`src/rtl/c_bitwise_accum.sv`:
```
// Folds a valid/ready burst of WIDTH-bit words into one OR/AND/XOR/NOR result.
// Define C_BITWISE_ACCUM_BACK2BACK_EN to accept a new first word while the result drains.
module c_bitwise_accum #(
    parameter int WIDTH   = 16,
    parameter int MAX_LEN = 16,
    parameter int LEN_W   = 5
) (
    input  logic             clk,
    input  logic             reset,
    input  logic             in_valid,
    output logic             in_ready,
    input  logic [WIDTH-1:0] in_data,
    input  logic             in_last,
    input  logic [1:0]       op,
    output logic             out_valid,
    input  logic             out_ready,
    output logic [WIDTH-1:0] out_data,
    output logic [LEN_W-1:0] out_count,
    output logic             out_trunc
);

    // state | meaning
    // IDLE  | waiting for the first word of a burst
    // ACCUM | folding further words into acc
    // HOLD  | result presented until the consumer takes it
    typedef enum logic [1:0] {
        S_IDLE  = 2'd0,
        S_ACCUM = 2'd1,
        S_HOLD  = 2'd2
    } state_t;

    localparam logic [1:0]       OP_AND  = 2'b01;
    localparam logic [1:0]       OP_XOR  = 2'b10;
    localparam logic [1:0]       OP_NOR  = 2'b11;
    localparam logic [LEN_W-1:0] CNT_ONE = LEN_W'(1);
    localparam logic [LEN_W-1:0] CNT_MAX = LEN_W'(MAX_LEN);
    localparam bit               SINGLE  = (MAX_LEN == 1);

    state_t           state_q, state_d;
    logic [WIDTH-1:0] acc_q, acc_d;
    logic [LEN_W-1:0] count_q, count_d;
    logic [1:0]       op_q, op_d;
    logic             trunc_q, trunc_d;

    logic             in_xfer;
    logic             out_xfer;
    logic [LEN_W-1:0] count_inc;
    logic [WIDTH-1:0] acc_fold;

    always_comb begin
        in_ready = 1'b1;
        if (state_q == S_HOLD) begin
`ifdef C_BITWISE_ACCUM_BACK2BACK_EN
            in_ready = out_ready;
`else
            in_ready = 1'b0;
`endif
        end
    end

    assign out_valid = (state_q == S_HOLD);
    assign in_xfer   = in_valid & in_ready;
    assign out_xfer  = out_valid & out_ready;
    assign count_inc = count_q + CNT_ONE;

    // NOR folds as OR; the inversion happens only on the way out.
    always_comb begin
        acc_fold = acc_q | in_data;
        case (op_q)
            OP_AND:  acc_fold = acc_q & in_data;
            OP_XOR:  acc_fold = acc_q ^ in_data;
            default: acc_fold = acc_q | in_data;
        endcase
    end

    always_comb begin
        state_d = state_q;
        acc_d   = acc_q;
        count_d = count_q;
        op_d    = op_q;
        trunc_d = trunc_q;
        case (state_q)
            S_ACCUM: begin
                if (in_xfer) begin
                    acc_d   = acc_fold;
                    count_d = count_inc;
                    if (in_last) begin
                        state_d = S_HOLD;
                        trunc_d = 1'b0;
                    end else if (count_inc == CNT_MAX) begin
                        state_d = S_HOLD;
                        trunc_d = 1'b1;
                    end
                end
            end
            S_HOLD: begin
                if (out_xfer) begin
                    state_d = S_IDLE;
                end
            end
            default: begin
                state_d = S_IDLE;
            end
        endcase
        // First word of a burst: from IDLE, or from HOLD while the result drains.
        if (in_xfer && (state_q != S_ACCUM)) begin
            op_d    = op;
            acc_d   = in_data;
            count_d = CNT_ONE;
            trunc_d = SINGLE && !in_last;
            state_d = (in_last || SINGLE) ? S_HOLD : S_ACCUM;
        end
    end

    always_ff @(posedge clk or posedge reset) begin
        if (reset) begin
            state_q <= S_IDLE;
            acc_q   <= '0;
            count_q <= '0;
            op_q    <= 2'b00;
            trunc_q <= 1'b0;
        end else begin
            state_q <= state_d;
            acc_q   <= acc_d;
            count_q <= count_d;
            op_q    <= op_d;
            trunc_q <= trunc_d;
        end
    end

    always_comb begin
        out_data  = '0;
        out_count = '0;
        out_trunc = 1'b0;
        if (out_valid) begin
            out_data  = (op_q == OP_NOR) ? ~acc_q : acc_q;
            out_count = count_q;
            out_trunc = trunc_q;
        end
    end

endmodule

```
`config.mk`:
```
export PLATFORM = sky130hd
export DESIGN_NAME = c_bitwise_accum
export DESIGN_NICKNAME = d
export VERILOG_FILES = /design/src/rtl/c_bitwise_accum.sv
export SDC_FILE = /design/constraint.sdc
export NUM_CORES = 1
export LEC_CHECK = 0
export ABC_CLOCK_PERIOD_IN_PS = 1900
export BUFFER_PORTS_ARGS = -buffer_cell sky130_fd_sc_hd__buf_4
export CAP_MARGIN = 20
export CORE_ASPECT_RATIO = 1.25
export CORE_MARGIN = 2
export CORE_UTILIZATION = 45
export CTS_BUF_LIST = sky130_fd_sc_hd__clkbuf_16
export DETAILED_ROUTE_END_ITERATION = 7
export PLACE_DENSITY = 0.66
export SYNTH_ARGS = -nofsm -noshare
export SYNTH_HDL_FRONTEND = slang
export SYNTH_SLANG_ARGS = --single-unit
```
`constraint.sdc`:
```
create_clock -name clk -period 1.9 [get_ports clk]
set_clock_uncertainty 0.1 [all_clocks]
set_input_delay 0.285 -clock clk [delete_from_list [all_inputs] [get_ports clk]]
set_output_delay 0.285 -clock clk [all_outputs]
set_load 0.05 [all_outputs]
```
Word-level counts from Yosys, hierarchy flattened

Index checks and enable logic that the tools add are counted.

Flip-flop bits (word level): 26
Bits of input ports: 23

$add $sub $neg: 1
Equal/unequal tests: 10
Multiplexer cells: 24
Bitwise logic cells: 6
Reduce and logical (&&, ||, !) cells: 7

Operators with widths:

| operator                                             | count |
|---|---|
| two-way mux 16 bit                                   | 5 |
| one-hot mux 16 bit (2 select lines)                  | 1 |
| two-way mux 5 bit                                    | 4 |
| AND 16 bit                                           | 1 |
| NOT 16 bit                                           | 1 |
| OR 16 bit                                            | 1 |
| XOR 16 bit                                           | 1 |
| two-way mux 2 bit                                    | 6 |
| two-way mux 1 bit                                    | 7 |
| equality test 2 bit (second input constant)          | 3 |
| AND reduction 3 bit                                  | 2 |
| adder 5 x 1 -> 5 bit (second input constant)         | 1 |
| equality test 5 bit (second input constant)          | 1 |
| equality test 2 x 1 -> 1 bit (second input constant) | 2 |
| != test 4 bit (second input constant)                | 1 |
| one-hot mux 2 bit (2 select lines)                   | 1 |
| nonzero test 2 bit                                   | 2 |
| != test 3 x 1 -> 1 bit (second input constant)       | 1 |
| != test 3 bit (second input constant)                | 1 |
| nonzero test 3 bit                                   | 1 |
| AND 1 bit                                            | 2 |
| != test 2 x 1 -> 1 bit (second input constant)       | 1 |
| AND reduction 2 bit                                  | 1 |
| logical AND 1 bit                                    | 1 |

Depth between registers and ports, before layout

Depth after elaboration: 7
Mapped depth: 8
Depth with buffers taken out: 6

Worst setup path after synthesis

No wires, ideal clock.

Kind: register to output
From: reg state_q[0]
To: out out_data[10]
Data arrival time: 1.838 ns
Data required time: 1.515 ns
Path slack: -0.323 ns
Stages on the path, launching flop included: 6
Path buffers: 3
Cells stage by stage: dfrtp_1 > buf_4 > nand2b_1 > buf_2 > buf_2 > nor2_1

Cells in the longest elaborated chain, start to end: 2

RTL lines:

| what                   | RTL line | source |
|---|---|---|
| start, declared        | 39       | `state_t state_q, state_d;` |
| start signal, assigned | 123      | `state_q <= state_d;` |
| equality test 2 bit    | 61       | `assign out_valid = (state_q == S_HOLD);` |
| two-way mux 16 bit     | 135      | `if (out_valid) begin` |
| end, declared          | 17       | `output logic [WIDTH-1:0] out_data,` |

No other way between the ends.

Worst setup path in the final report

From: reg op_q[0]
To: out out_data[10]

Cells in the longest elaborated chain, start to end: 3

RTL lines:

| what                   | RTL line | source |
|---|---|---|
| start, declared        | 42       | `logic [1:0] op_q, op_d;` |
| start signal, assigned | 126      | `op_q <= op_d;` |
| equality test 2 bit    | 136      | `out_data = (op_q == OP_NOR) ? ~acc_q : acc_q;` |
| two-way mux 16 bit     | 136      |  |
| two-way mux 16 bit     | 135      |  |

No other way between the ends.

==> impl_results.md <==
- First-pass GRT wire length: 11.2 mm
- Max-slew headroom: 0.742
- Post-Route WL: 6.97 mm
- Crit-path max cell delay: 0.44 ns
- Critical Path RT: 1.51 ns
- Antenna violations before repair: 0
- Sinks on Clock Net: 26
- Post-synth top area cell: dfrtp_1
- GPL Wtd Cong: 0.787
- Row count: 31
- # H-tree levels: 1
- Tcrit/Tclk final: 0.987
- Most common cell after layout, fill and taps aside: buf_4
- Total Die Area: 0.00646 mm^2
- Mapped Nets: 376
- Largest net degree at the start of global routing: 37
- Top post-synthesis cells by area: dfrtp_1 25%, ha_1 17%, a221o_1 5.7%
- ANT nets after route: 0
- Dpl hpwl: 4.57 mm
- Post-synthesis sequential area ratio: 0.248
- CTS buffer count: 3
- Initial DRC Count: 193
- Final Max Slew Viols: 0
- Place WS: 0.0844 ns
- Layout Cells excl Fill: 424
- Pwr dens: 1250 mW/mm^2
- Ports: 47
- Vias/cell: 5.78
- Post-synthesis to final-layout area growth: 33.9%
- Vias in the first global route: 2325
- Async SR Flop Fraction: 1.00
- Die Y: 89.4 um
- Unrepaired setup endpoints after global routing: yes
- Synth Instances: 317
- PnR worst setup slack: 0.0251 ns
- Yosys warns: 0
- Most frequent cells in the layout: 40 x buf_4, 38 x inv_1, 34 x ha_1, 24 x dfrtp_1, 20 x o21ai_0
- Worst vdd ir: 0.656 mV
- Worst slew pin tran: 0.387 ns
- Core area: 0.00570 mm^2
- Total Nets Final: 418
- Clock slew seen by the registers of the worst setup and hold paths: 0.07 ns
- Inserted Diodes: 0
- WL/cell: 16.4 um
- Crit. End Element: primary output
- Leak pwr: 1.59 nW
- Status: finished, violations left
- Total track usage: 0.220
- Final setup violation count: 0
- Clock buffer depth: 2
- Critical path cell sequence: ha_4, buf_12, xnor2_2, nor2_4, buf_8
- Clock root buffer: clkbuf_16
- FF+latch count, synth: 26
- Share of cells above drive strength 1: 0.307
- Gr ovfl total: 0
- CP max stage cell: dfrtp_2
- Final hold viol count: 24
- CTS tree: yes
- Crit Path Category: register to primary output
- Die width: 72.3 um
- Dpl cells: 418
- Setup crit start kind: register
- Synth cell types: 40
- Maximum clock rate: 0.533 GHz
- DR pass1 iterations: 4
- Syn Area/Cell: 8.28 um^2
- Residual DRC: 0
- Top FF cell, synth: dfrtp_1
- Vias: 2450
- Share of the synthesized area in the top cell type: 0.248
- EDFF count, synth: 0
- Synthesized area: 0.00262 mm^2
- Hold_ws: -0.00703 ns
- Worst-path maximum fanout: 8
- Failing checks: negative hold slack
- Initial Utilization: 0.460
- Max_cap viols: 0
- Clk Latency, worst-skew pair: 0.26 ns
- Minimum clock period: 1.87 ns
- Critical path arrival: 1.49 ns
- HP Class: input port to asynchronous set/reset pin
- PortBufs: 46
final timing paths:
path / from / endpoint / slack (ns) / cells after the start
worst max-delay path: op_q[0] / out_data[10] / 0.03 / 5
worst min-delay path: reset / acc_q[13] / -0.007 / 3
worst max register to register: op_q[1] / acc_q[0] / 0.06 / 7
worst min register to register: trunc_q / trunc_q / 0.40 / 2
max in group asynchronous: reset / state_q[0] / 1.41 / 3
min in group clk: in_last / trunc_q / 0.14 / 2
Yosys cell counts (2+ instances only):
master	n
o21bai_1	6
mux2_2	2
inv_1	38
ha_1	36
buf_6	2
o21ai_0	20
nand3b_1	9
nor2_1	33
nand2b_1	5
o221ai_1	9
buf_4	3
a22oi_1	16
nor2b_1	2
o22ai_1	7
and2_1	6
buf_2	15
dfrtp_1	26
nand2_1	13
xnor2_1	16
nor3b_1	2
clkbuf_1	3
a21oi_1	3
a221o_1	15
nand3_1	14
repair_timing:
action,in CTS,in global routing
setup endpoints to repair,15,23
hold buffers,0,0
buffers inserted,1,0
gates resized for setup,21,27
pin swaps,3,9
gates cloned,1,0
through the flow:
| step | hold WS [ns] | TNS (ns) | utilization | total power, mW | instance area [um^2] |
|---|---|---|---|---|---|
| after floorplan | 0.225 | -0.373 | - | 2.75 | 2710 |
| after global placement | 0.286 | 0 | 0.552 | 3.35 | 3150 |
| after detailed placement | 0.288 | 0 | 0.552 | 3.40 | 3150 |
| after CTS | 0.00777 | 0 | 0.595 | 4.21 | 3390 |
| after global routing | 0.0297 | -0.192 | 0.616 | 4.72 | 3510 |
| final | -0.00703 | 0 | 0.616 | 4.40 | 3510 |
worst max-delay path: cells and delay by family (launching register included):
family | cells | cell delay [ns]
xor gates and xnor gates | 1 | 0.16
adders and majority gates | 1 | 0.20
buffers and inverters | 2 | 0.32
DFF | 1 | 0.44
and+or+nand+nor | 1 | 0.11
cell type report:
type	count	area (um^2)
clock inverter	1	3.75
fill	490	2190
inverter	38	143
clock buffer	3	75.1
timing repair buffer	63	622
sequential	26	653
tap	66	82.6
multi-input combinational	227	1930
state kept, by name, summed over array words and instances (netlist names):
| signal | count |
|---|---|
| acc_q | 16 |
| state_q | 2 |
| trunc_q | 1 |
| op_q | 2 |
| count_q | 5 |
power by group:
group | internal [mW] | switching, mW
Sequential | 0.729 | 0.253
Combinational | 1.34 | 1.58
Clock | 0.282 | 0.209
Total | 2.35 | 2.04
cells by family (layout without fill, tap and decap cells):
kind of cell             count (synthesis)  after routing  share of synthesized area
multiplexers                             3              3                     0.0124
AO/OA/AOI/OAI                           86             86                      0.242
flip-flops                              26             26                      0.248
adder cells (fa/ha/maj)                 36             36                      0.172
AND/OR/NAND/NOR                         86             86                      0.160
XOR/XNOR                                16             16                     0.0534
buffers and inverters                   64            105                      0.113
routing by layer:
metal  wire (um)  GRT usage  vias to the layer above
li1            -          -                     1195
met1        2980      0.291                     1162
met2        3530      0.376                       80
met3         328     0.0214                       13
met4         128     0.0686                        0
met5           0          0                        -
(Power assumes the default switching activity.)
